### config.mk
export PLATFORM = sky130hd
export DESIGN_NAME = shift_arbiter
export DESIGN_NICKNAME = d
export VERILOG_FILES = /design/src/rtl/shift_pkg.sv /design/src/rtl/barrel_shift.sv /design/src/rtl/shift_arbiter.sv
export SDC_FILE = /design/constraint.sdc
export NUM_CORES = 1
export LEC_CHECK = 0
export CORE_AREA = 2 2 63 65
export DETAILED_ROUTE_END_ITERATION = 16
export DIE_AREA = 0 0 65 67
export GPL_TIMING_DRIVEN = 0
export PLACE_DENSITY = 0.51
export SYNTH_ARGS = -nofsm -noshare
export SYNTH_HDL_FRONTEND = slang
export SYNTH_HIERARCHICAL = 1
export SYNTH_SLANG_ARGS = --single-unit
### constraint.sdc
create_clock -name clk -period 3.8 [get_ports clk]
set_input_delay 0.76 -clock clk [delete_from_list [all_inputs] [get_ports clk]]
set_output_delay 0.76 -clock clk [all_outputs]
set_load 0.03 [all_outputs]
### src/rtl/shift_pkg.sv
// Shared widths and FSM state encoding for the two-requester shift arbiter.
package shift_pkg;
  localparam int DATA_W = 8;
  localparam int AMT_W  = 3;

  typedef enum logic {
    EMPTY = 1'b0,
    FULL  = 1'b1
  } state_t;
endpackage

### src/rtl/barrel_shift.sv
// Combinational logical left shift; zeros fill from the bottom, overflow bits are dropped.
module barrel_shift
  import shift_pkg::*;
(
  input  logic [DATA_W-1:0] i_data,
  input  logic [AMT_W-1:0]  i_amt,
  output logic [DATA_W-1:0] o_data
);

  assign o_data = i_data << i_amt;

endmodule

### src/rtl/shift_arbiter.sv
// Round-robin arbiter between two shift requesters feeding a single
// one-deep result register with valid/ready backpressure.
module shift_arbiter
  import shift_pkg::*;
#(
  parameter logic RR_INIT = 1'b0
) (
  input  logic              clk,
  input  logic              rst_n,
  input  logic              req0_valid,
  output logic              req0_ready,
  input  logic [DATA_W-1:0] req0_data,
  input  logic [AMT_W-1:0]  req0_amt,
  input  logic              req1_valid,
  output logic              req1_ready,
  input  logic [DATA_W-1:0] req1_data,
  input  logic [AMT_W-1:0]  req1_amt,
  output logic              out_valid,
  input  logic              out_ready,
  output logic [DATA_W-1:0] out_data,
  output logic              out_src
);

  state_t              r_state;
  state_t              w_nextState;
  logic                r_prio;
  logic [DATA_W-1:0]   r_data;
  logic                r_src;

  logic                w_free;
  logic                w_grant;
  logic                w_sel;
  logic [DATA_W-1:0]   w_opData;
  logic [AMT_W-1:0]    w_opAmt;
  logic [DATA_W-1:0]   w_shifted;

  assign out_valid = (r_state == FULL);
  assign out_data  = r_data;
  assign out_src   = r_src;

  // rst_n gates the grant so no ready can leak out while reset is held.
  assign w_free  = !out_valid || out_ready;
  assign w_grant = rst_n && w_free && (req0_valid || req1_valid);
  assign w_sel   = (req0_valid && req1_valid) ? r_prio : req1_valid;

  assign req0_ready = w_grant && !w_sel;
  assign req1_ready = w_grant && w_sel;

  assign w_opData = w_sel ? req1_data : req0_data;
  assign w_opAmt  = w_sel ? req1_amt  : req0_amt;

  barrel_shift u_shift (
    .i_data (w_opData),
    .i_amt  (w_opAmt),
    .o_data (w_shifted)
  );

  always_comb begin
    w_nextState = r_state;
    case (r_state)
      EMPTY: if (w_grant) w_nextState = FULL;
      FULL:  if (out_ready && !w_grant) w_nextState = EMPTY;
      default: w_nextState = EMPTY;
    endcase
  end

  always_ff @(posedge clk or negedge rst_n) begin
    if (!rst_n) begin
      r_state <= EMPTY;
      r_prio  <= RR_INIT;
      r_data  <= '0;
      r_src   <= 1'b0;
    end else begin
      r_state <= w_nextState;
      if (w_grant) begin
        r_prio <= !w_sel;
        r_data <= w_shifted;
        r_src  <= w_sel;
      end
    end
  end

endmodule

**Word-level counts from Yosys, hierarchy flattened**

Cells that the tools add are included.

- Reductions and logical operators: 11
- Shift operators: 1
- Muxes and demuxes: 6
- Bitwise logic cells: 1

Operators with widths:

| kind | count |
|---|---|
| $mux 8 | 1 |
| $shl 8x3->8 | 1 |
| $logic_and 1x1->1 | 6 |
| $logic_not 1->1 | 3 |
| $mux 1 | 3 |
| $mux 3 | 1 |
| $logic_or 1x1->1 | 2 |
| $pmux 1 s2 | 1 |
| $not 1->1 | 1 |

- Bits in registers: 11
- Logic and storage cells: 23
- Output and inout port bits: 12
- Input port bits: 27

**Longest topological paths before layout**

Gate-level depths: netlist of the first run.

- Word-level depth: 8
- Mapped depth: 9
- Mapped depth without buffers: 7

**By module**

The synthesis of the first run kept the hierarchy.

By module, submodules not included:

| module | seq. area each (um2) | area an instance (um2) | cells an instance | instances |
|---|---|---|---|---|
| shift_arbiter | 275.3 | 599.3 | 44 | 1 |
| barrel_shift | 0.0 | 272.8 | 32 | 1 |

**Worst setup path before layout of the first run**

OpenSTA, ideal clock, no wires.

- Path type: in2reg
- Start: input port req0_valid
- End: register r_data[7] (netlist: out_data[7])
- Data arrival time: 2.517 ns
- Slack: 1.159 ns
- Path buffers: 1
- Required time: 3.675 ns
- Library setup time: 0.125 ns
- Stages: 7
- Cells stage by stage: inv_1 > o21ai_4 > mux2_2 > buf_6 > mux2_4 > mux4_2 > mux2_2

- Longest elaborated chain between the ends: 4
- Elaborated cells between the ends (all ways): 7
- Those cells by class: shift (1); mux (3); reduce/logical (3)

Ends and longest elaborated chain:

| what | RTL line | RTL |
|---|---|---|
| from (decl) | shift_arbiter.sv:10 | `input logic req0_valid,` |
| $logic_and 1x1->1 | shift_arbiter.sv:44 | `assign w_sel = (req0_valid && req1_valid) ? r_prio : req1_valid;` |
| $mux 1 | shift_arbiter.sv:44 |  |
| $mux 3 | shift_arbiter.sv:50 | `assign w_opAmt = w_sel ? req1_amt : req0_amt;` |
| net w_opAmt[2] | shift_arbiter.sv:34 | `logic [AMT_W-1:0] w_opAmt;` |
| $shl 8x3->8 | barrel_shift.sv:10 | `assign o_data = i_data << i_amt;` |
| net w_shifted[7] | shift_arbiter.sv:35 | `logic [DATA_W-1:0] w_shifted;` |
| to (signal assigned) | shift_arbiter.sv:77 | `r_data <= w_shifted;` |
| to (decl) | shift_arbiter.sv:27 | `logic [DATA_W-1:0] r_data;` |

The timed path passes the listed nets, and every way through them passes these cells.
A chain may end at the register's enable or synchronous reset.

**Worst setup path after layout of the first run**

- Start: input port req1_valid
- End: output port req1_ready

- Longest elaborated chain between the ends: 3
- Elaborated cells between the ends (all ways): 5
- Those cells by class: mux (1); reduce/logical (4)

Ends and longest elaborated chain:

| what | RTL line | RTL |
|---|---|---|
| from (decl) | shift_arbiter.sv:14 | `input logic req1_valid,` |
| $logic_and 1x1->1 or $logic_or 1x1->1 (tied branches) | shift_arbiter.sv:44, shift_arbiter.sv:43 |  |
| $mux 1 or $logic_and 1x1->1 (tied branches) | shift_arbiter.sv:44, shift_arbiter.sv:43 |  |
| $logic_and 1x1->1 * | shift_arbiter.sv:47 | `assign req1_ready = w_grant && w_sel;` |
| to (decl) | shift_arbiter.sv:15 | `output logic req1_ready,` |

Every way passes the cells marked *; elsewhere a longest branch is shown, timed or not.

==> metrics.md, run 1 <==
| Metric | Value |
|---|---|
| Main combinational cell family by area after synthesis | multiplexers |
| Syn avg cell area | 11.5 sq um |
| I/O pins | 39 |
| XOR/XNOR share of the synthesized area | 0% |
| Distinct cells, synth | 25 |
| Area of the multi-input gates | 531 sq um |
| DRT iter0 DRCs | 7 |
| Gr usage total | 11.1% |
| Unrepaired setup endpoints after global routing | false |
| Die footprint | 4360 sq um |
| Site row count | 22 |
| CORE AREA | 3610 sq um |
| Vias in the first global route | 792 |
| Antenna Nets Post-Route | 0 |
| Fill cells | 358 |
| Sequential element share of the synthesized area | 31.6% |
| Nets | between 100 and 150 |
| Critical path data arrival time | 2.61 ns |
| Startpoint Class | input pin |
| Setup violations, final | 0 |
| Via density | 4.42 |
| CP Max Fanout | 10 |
| WHS | 0.489 ns |
| Fraction of layout instances using a drive strength above 1 | 30.5% |
| WL/cell | 13.4 microns |
| Total CTS buffers | 3 |
| Mapped Area | 872 sq um |
| Max VDD drop | 0.101 mV |
| Die height | 67 microns |
| Most frequent cells in the layout | clkdlybuf4s50_1, mux2_2, dfrtp_1 |
| Starting Density | 24.2% |
| Mux cell area share after synthesis | 44.0% |
| Design Area, Final | 1360 sq um |
| R2r worst-path depth | 6 |
| Worst Path Class, Setup | input pin to output pin |
| Non-Filler Instances | 166 |
| CTS root buf | clkbuf_8 |
| Setup TNS Final | 0 ns |
| Area added between synthesis and finish | 56.0% |
| HP Class | input pin to async pin |
| Final WL | 2230 microns |
| Syn_nets | 103 |
| N_diodes | 0 |
| Placed insts | 162 |
| Power per cell area | 397 nW/um^2 |
| Simple logic cell fraction of the synthesized area | 6.89% |
| Synthesized netlist cell count | 76 |
| Slew margin rel. | 63.7% |
| Reg2reg start | r_prio |
| Worst Clk Skew | 0.00295 ns |
| Worst-Skew Late Latency | 0.24 ns |
| Status | complete, no violations |
| Die X | approximately 65 microns |
| P_leak | between 0.5 and 0.6 nW |
| Yosys Warn Count | 6 |
| IO buf count | 38 |
| Post-Place Setup Slack | 0.0514 ns |
| Max Fclk | about 300 MHz |
| Number of synthesized register bits | 11 |
| Final hold violations | 0 |
| Post-CTS Repair Setup Buffers | 0 |
| H-tree depth | 1 |
| Initial DRT Pass Iterations | 4 |
| Initial antenna violation count | 0 |
| Placer congestion estimate | 0.746 |
| Dpl hpwl | 1760 microns |
| Largest net degree at the start of global routing | 13 |
| Dpl cell area | about 1300 sq um |
| Crit path capture type | output pin |
| Worst path required time | 3.04 ns |
| Total global routing overflow | 0 |
| Slew Viols, Final | 0 |
| Adder-Cell Fraction of Synth Area | 0% |
| Final period util | roughly nine tenths |
| Worst Setup EP | req1_ready |
| Clock slew seen by the registers of the worst setup and hold paths | 0.05 ns |
| CTS Buffer Depth | 2 |
| Worst slew pin tran | 0.544 ns |
| Final Worst Setup Slack | 0.425 ns |
| Seq. cell area | roughly 280 sq um |
| Reg2reg setup slack | ~1.5 ns |
| Post-synthesis compound-gate area fraction | around a tenth |
| Most common cell after layout, fill and taps aside | clkdlybuf4s50_1 |
| Minimum clock period | between 3 and 4 ns |
| Worst setup path start | req1_valid |
| Vias post-DR | 734 |
| DRC Markers | 0 |
| Worst reg2reg endpoint | out_data[7] |
| CTS tree | yes |
| Global-route wire length before repair | between 3000 and 4000 microns |
| CTS Sinks | 11 |
| Maxcap violations | 0 |
[registers in the layout, summed over array words and instances (netlist names)]
| register | flops |
|---|---|
| r_prio | 1 |
| out_src | 1 |
| out_valid | 1 |
| out_data | 8 |
[area by class of cell]
cell class | instances | area share (%)
clock buffers | 4 | 3.31
repair buffers | 38 | 28.2
flip-flops and latches | 11 | 20.2
inverters | 6 | 1.66
well taps | 48 | 4.42
multi-input cells | 54 | 39.0
plain buffers | 5 | 3.22
[cells in the mapped netlist]
| cell | count | share of area (%) |
|---|---|---|
| mux2_4 | 2 | 3.4 |
| o21a_1 | 1 | 0.86 |
| buf_2 | 2 | 1.1 |
| nor3_1 | 1 | 0.57 |
| nand3b_1 | 1 | 0.86 |
| dfrtp_1 | 11 | 32 |
| nor2b_1 | 2 | 1.4 |
| o22ai_1 | 1 | 0.72 |
| mux4_2 | 2 | 5.2 |
| nand2_1 | 3 | 1.3 |
| o21ai_4 | 1 | 1.9 |
| nor2_1 | 1 | 0.43 |
| a21oi_2 | 1 | 1.0 |
| mux2_1 | 2 | 2.6 |
| mux2_2 | 21 | 27 |
| nand3_1 | 1 | 0.57 |
| o21ai_0 | 3 | 1.7 |
| buf_6 | 3 | 3.9 |
| a2bb2oi_1 | 1 | 1.0 |
| mux2i_1 | 5 | 5.7 |
| and2_1 | 1 | 0.72 |
| a211oi_1 | 2 | 1.7 |
| inv_1 | 6 | 2.6 |
| nor4b_1 | 1 | 1.0 |
| o21ai_2 | 1 | 1.0 |
[metal layers]
metal / global-route usage [%] / share of wire [%] / up-vias
met2: 18.2 / 44 / 29
li1: - / - / 359
met3: 2.53 / 6.5 / 4
met1: 12.9 / 47 / 342
met5: 0 / 0 / -
met4: 7.18 / 2.2 / 0
[repair_timing]
item                       4_1_cts  5_1_grt
setup endpoints to repair        0        2
hold buffers                     0        0
resized for setup                0        1
[worst max-delay path, stage by stage]
cell and delay [ns]:
clkdlybuf4s50_1 0.55, o21ai_2 0.10, a21oi_2 0.21, buf_6 0.18
nor2b_1 0.13, clkdlybuf4s50_1 0.68
[power breakdown]
group	leakage (nW)	internal (mW)	switching [mW]
sequential	0.137	0.144	0.0155
combinational	0.406	0.139	0.125
clock	0.0228	0.0735	0.0426
total	0.566	0.357	0.183
[cell families (layout without fill, tap and decap cells)]
logic type | count (synthesis) | in the layout
AOI/OAI and AO/OA | 11 | 11
and+or+nand+nor | 11 | 11
muxes | 32 | 32
buffers and inverters | 11 | 53
DFF | 11 | 11
[worst min path at each step]
stage | start | to | slack [ns] | cells past startpoint
after floorplan | rst_n | out_data[0] | 0.46 | 0
after global placement | out_data[7] | out_data[7] | 0.49 | 1
after detailed placement | out_data[4] | out_data[4] | 0.50 | 1
after CTS | out_data[4] | out_data[4] | 0.51 | 1
after global routing | out_data[5] | out_data[5] | 0.53 | 1
final | rst_n | out_data[5] | 0.49 | 1
[metrics by stage]
step	utilization (%)	power [mW]
detailed placement	36.4	0.428
CTS	37.6	0.547
finish	37.7	0.540
floorplan	-	0.323
global placement	36.4	0.425
global route	37.7	0.572
No activity file was read; power rests on OpenSTA's default activity.
==> inputs of run 2 (changes only) <==
--- a/config.mk
+++ b/config.mk
@@ -6,10 +6,13 @@
 export NUM_CORES = 1
 export LEC_CHECK = 0
 export CORE_AREA = 2 2 63 65
+export CTS_CLUSTER_SIZE = 24
 export DETAILED_ROUTE_END_ITERATION = 16
 export DIE_AREA = 0 0 65 67
+export DONT_BUFFER_PORTS = 1
 export GPL_TIMING_DRIVEN = 0
-export PLACE_DENSITY = 0.51
+export PLACE_DENSITY = 0.37
+export SLEW_MARGIN = 20
 export SYNTH_ARGS = -nofsm -noshare
 export SYNTH_HDL_FRONTEND = slang
 export SYNTH_HIERARCHICAL = 1
==> run 2 against run 1 <==
Against the previous run: sequential power is 33% higher; count of clock-buffer cells in the layout decreased by 1; sequential share of layout area grew 7.9 points; sequential cell count unchanged; critical endpoint is now out_data[7]; largest cell class unchanged; critical path depth is 1 higher; setup slack improved by 0.87 ns; clock skew fell by 0.0012 ns; highest routed layer unchanged; die area unchanged; via count down 20%; combinational power is 50% lower.
==> metrics.md, run 2 (same netlist as run 1, synthesis figures left out) <==
| Metric | Value |
|---|---|
| Vias post-DR | 587 |
| Largest register FFs | 8 |
| IO buf count | 0 |
| Worst reg2reg endpoint | out_data[7] |
| Max VDD drop | 0.157 mV |
| Most frequent cells in the layout | mux2_2, dfrtp_1, inv_1 |
| Final WL | between 1500 and 2000 microns |
| Fill cells | 383 |
| R2r worst-path depth | 6 |
| Startpoint Class | input pin |
| Slew Viols, Final | 0 |
| Setup violations, final | 0 |
| # resized after CTS | 0 |
| Status | complete, no violations |
| DRT iter0 DRCs | 28 |
| N_diodes | 0 |
| Total global routing overflow | 0 |
| Design Area, Final | 978 sq um |
| Starting Density | between 20% and 30% |
| Max Fclk | 399 MHz |
| Area of the multi-input gates | 531 sq um |
| Die height | 67 microns |
| Largest net degree at the start of global routing | 13 |
| DRC Markers | 0 |
| Via density | 4.59 |
| CTS Buffer Depth | 2 |
| CTS Sinks | 11 |
| Worst Clk Skew | ~0.0018 ns |
| H-tree depth | 1 |
| Final Worst Setup Slack | 1.30 ns |
| CP Max Fanout | 10 |
| CTS root buf | clkbuf_8 |
| Power, Total | 0.460 mW |
| Reg2reg setup slack | roughly 1.5 ns |
| Post-Place Setup Slack | 1.01 ns |
| Worst slew pin tran | 0.568 ns |
| Worst setup path start | req0_valid |
| Final core occ | between 20% and 30% |
| I/O pins | 39 |
| P_leak | 0.413 nW |
| Clock slew seen by the registers of the worst setup and hold paths | ~0.050 ns |
| Worst-Skew Late Latency | 0.23 ns |
| WHS | 0.217 ns |
| CTS tree | yes |
| Maxcap violations | 0 |
| Slew margin rel. | 62.1% |
| Total CTS buffers | 3 |
| Final hold violations | 0 |
| Initial DRT Pass Iterations | 4 |
| Dpl cell area | 932 sq um |
| Top layer used by detailed routing | met4 |
| Fraction of layout instances using a drive strength above 1 | a little under half |
| Worst Path Class, Setup | input pin to register |
| Met3 WL | 174 microns |
| Non-Filler Instances | 128 |
| Reg2reg start | r_prio |
| Site row count | 22 |
| Cts hold-fix bufs | 0 |
| Placer congestion estimate | approximately 0.68 |
| Crit path capture type | register |
| Most common cell after layout, fill and taps aside | mux2_2 |
| Worst Setup EP | out_data[7] |
| Initial antenna violation count | 0 |
| Global-route wire length before repair | 2820 microns |
| Placed insts | about 120 |
| Antenna Nets Post-Route | 0 |
| Post-CTS Repair Setup Buffers | 0 |
| Vias in the first global route | 560 |
| WL/cell | 14.1 microns |
| Power per cell area | approximately 470 nW/um^2 |
| Setup TNS Final | 0 ns |
| Critical path data arrival time | 2.62 ns |
| Seq. cell area | approximately 280 sq um |
| Die footprint | about 4400 sq um |
| Met1 wire length | approximately 870 microns |
| Final period util | 65.9% |
| Met2 WL post-DR | 761 microns |
| Die X | 65 microns |
| HP Class | input pin to async pin |
| Nets | 108 |
| Dpl hpwl | between 1000 and 1500 microns |
| CORE AREA | 3610 sq um |
| Area added between synthesis and finish | 12.2% |
| Minimum clock period | roughly 2.5 ns |
| Gr usage total | 8.81% |
| Unrepaired setup endpoints after global routing | false |
| Worst path required time | between 3 and 4 ns |
-- run 2: worst min-delay path by stage --
| stage | cells after the start | end |
|---|---|---|
| floorplan | 0 | out_data[0] |
| global placement | 0 | out_data[1] |
| detailed placement | 0 | out_data[2] |
| CTS | 0 | out_data[1] |
| global route | 0 | out_data[0] |
| finish | 0 | out_data[3] |
-- run 2: layout make-up --
type	count	area share, %
multi-input combinational	54	54.2
sequential	11	28.1
tap	48	6.14
buffer	5	4.48
clock buffer	3	4.22
inverter	6	2.30
clock inverter	1	0.512
-- run 2: worst max-delay path, cell delays in order --
cell     delay [ns]
inv_1          0.04
o21ai_4        0.24
buf_6          0.18
mux2_2         0.38
mux2_1         0.29
mux4_2         0.45
mux2_2         0.27
-- run 2: per-layer routing --
metal,vias up,track usage (%)
li1,286,-
met1,272,11.8
met2,27,12.8
met4,0,0.798
met5,-,0
met3,2,4.90
-- run 2: where the power goes --
part | switching (mW) | total, mW | internal, mW
Combinational | 0.0585 | 0.131 | 0.0730
Sequential | 0.0696 | 0.213 | 0.144
Clock | 0.0429 | 0.115 | 0.0719
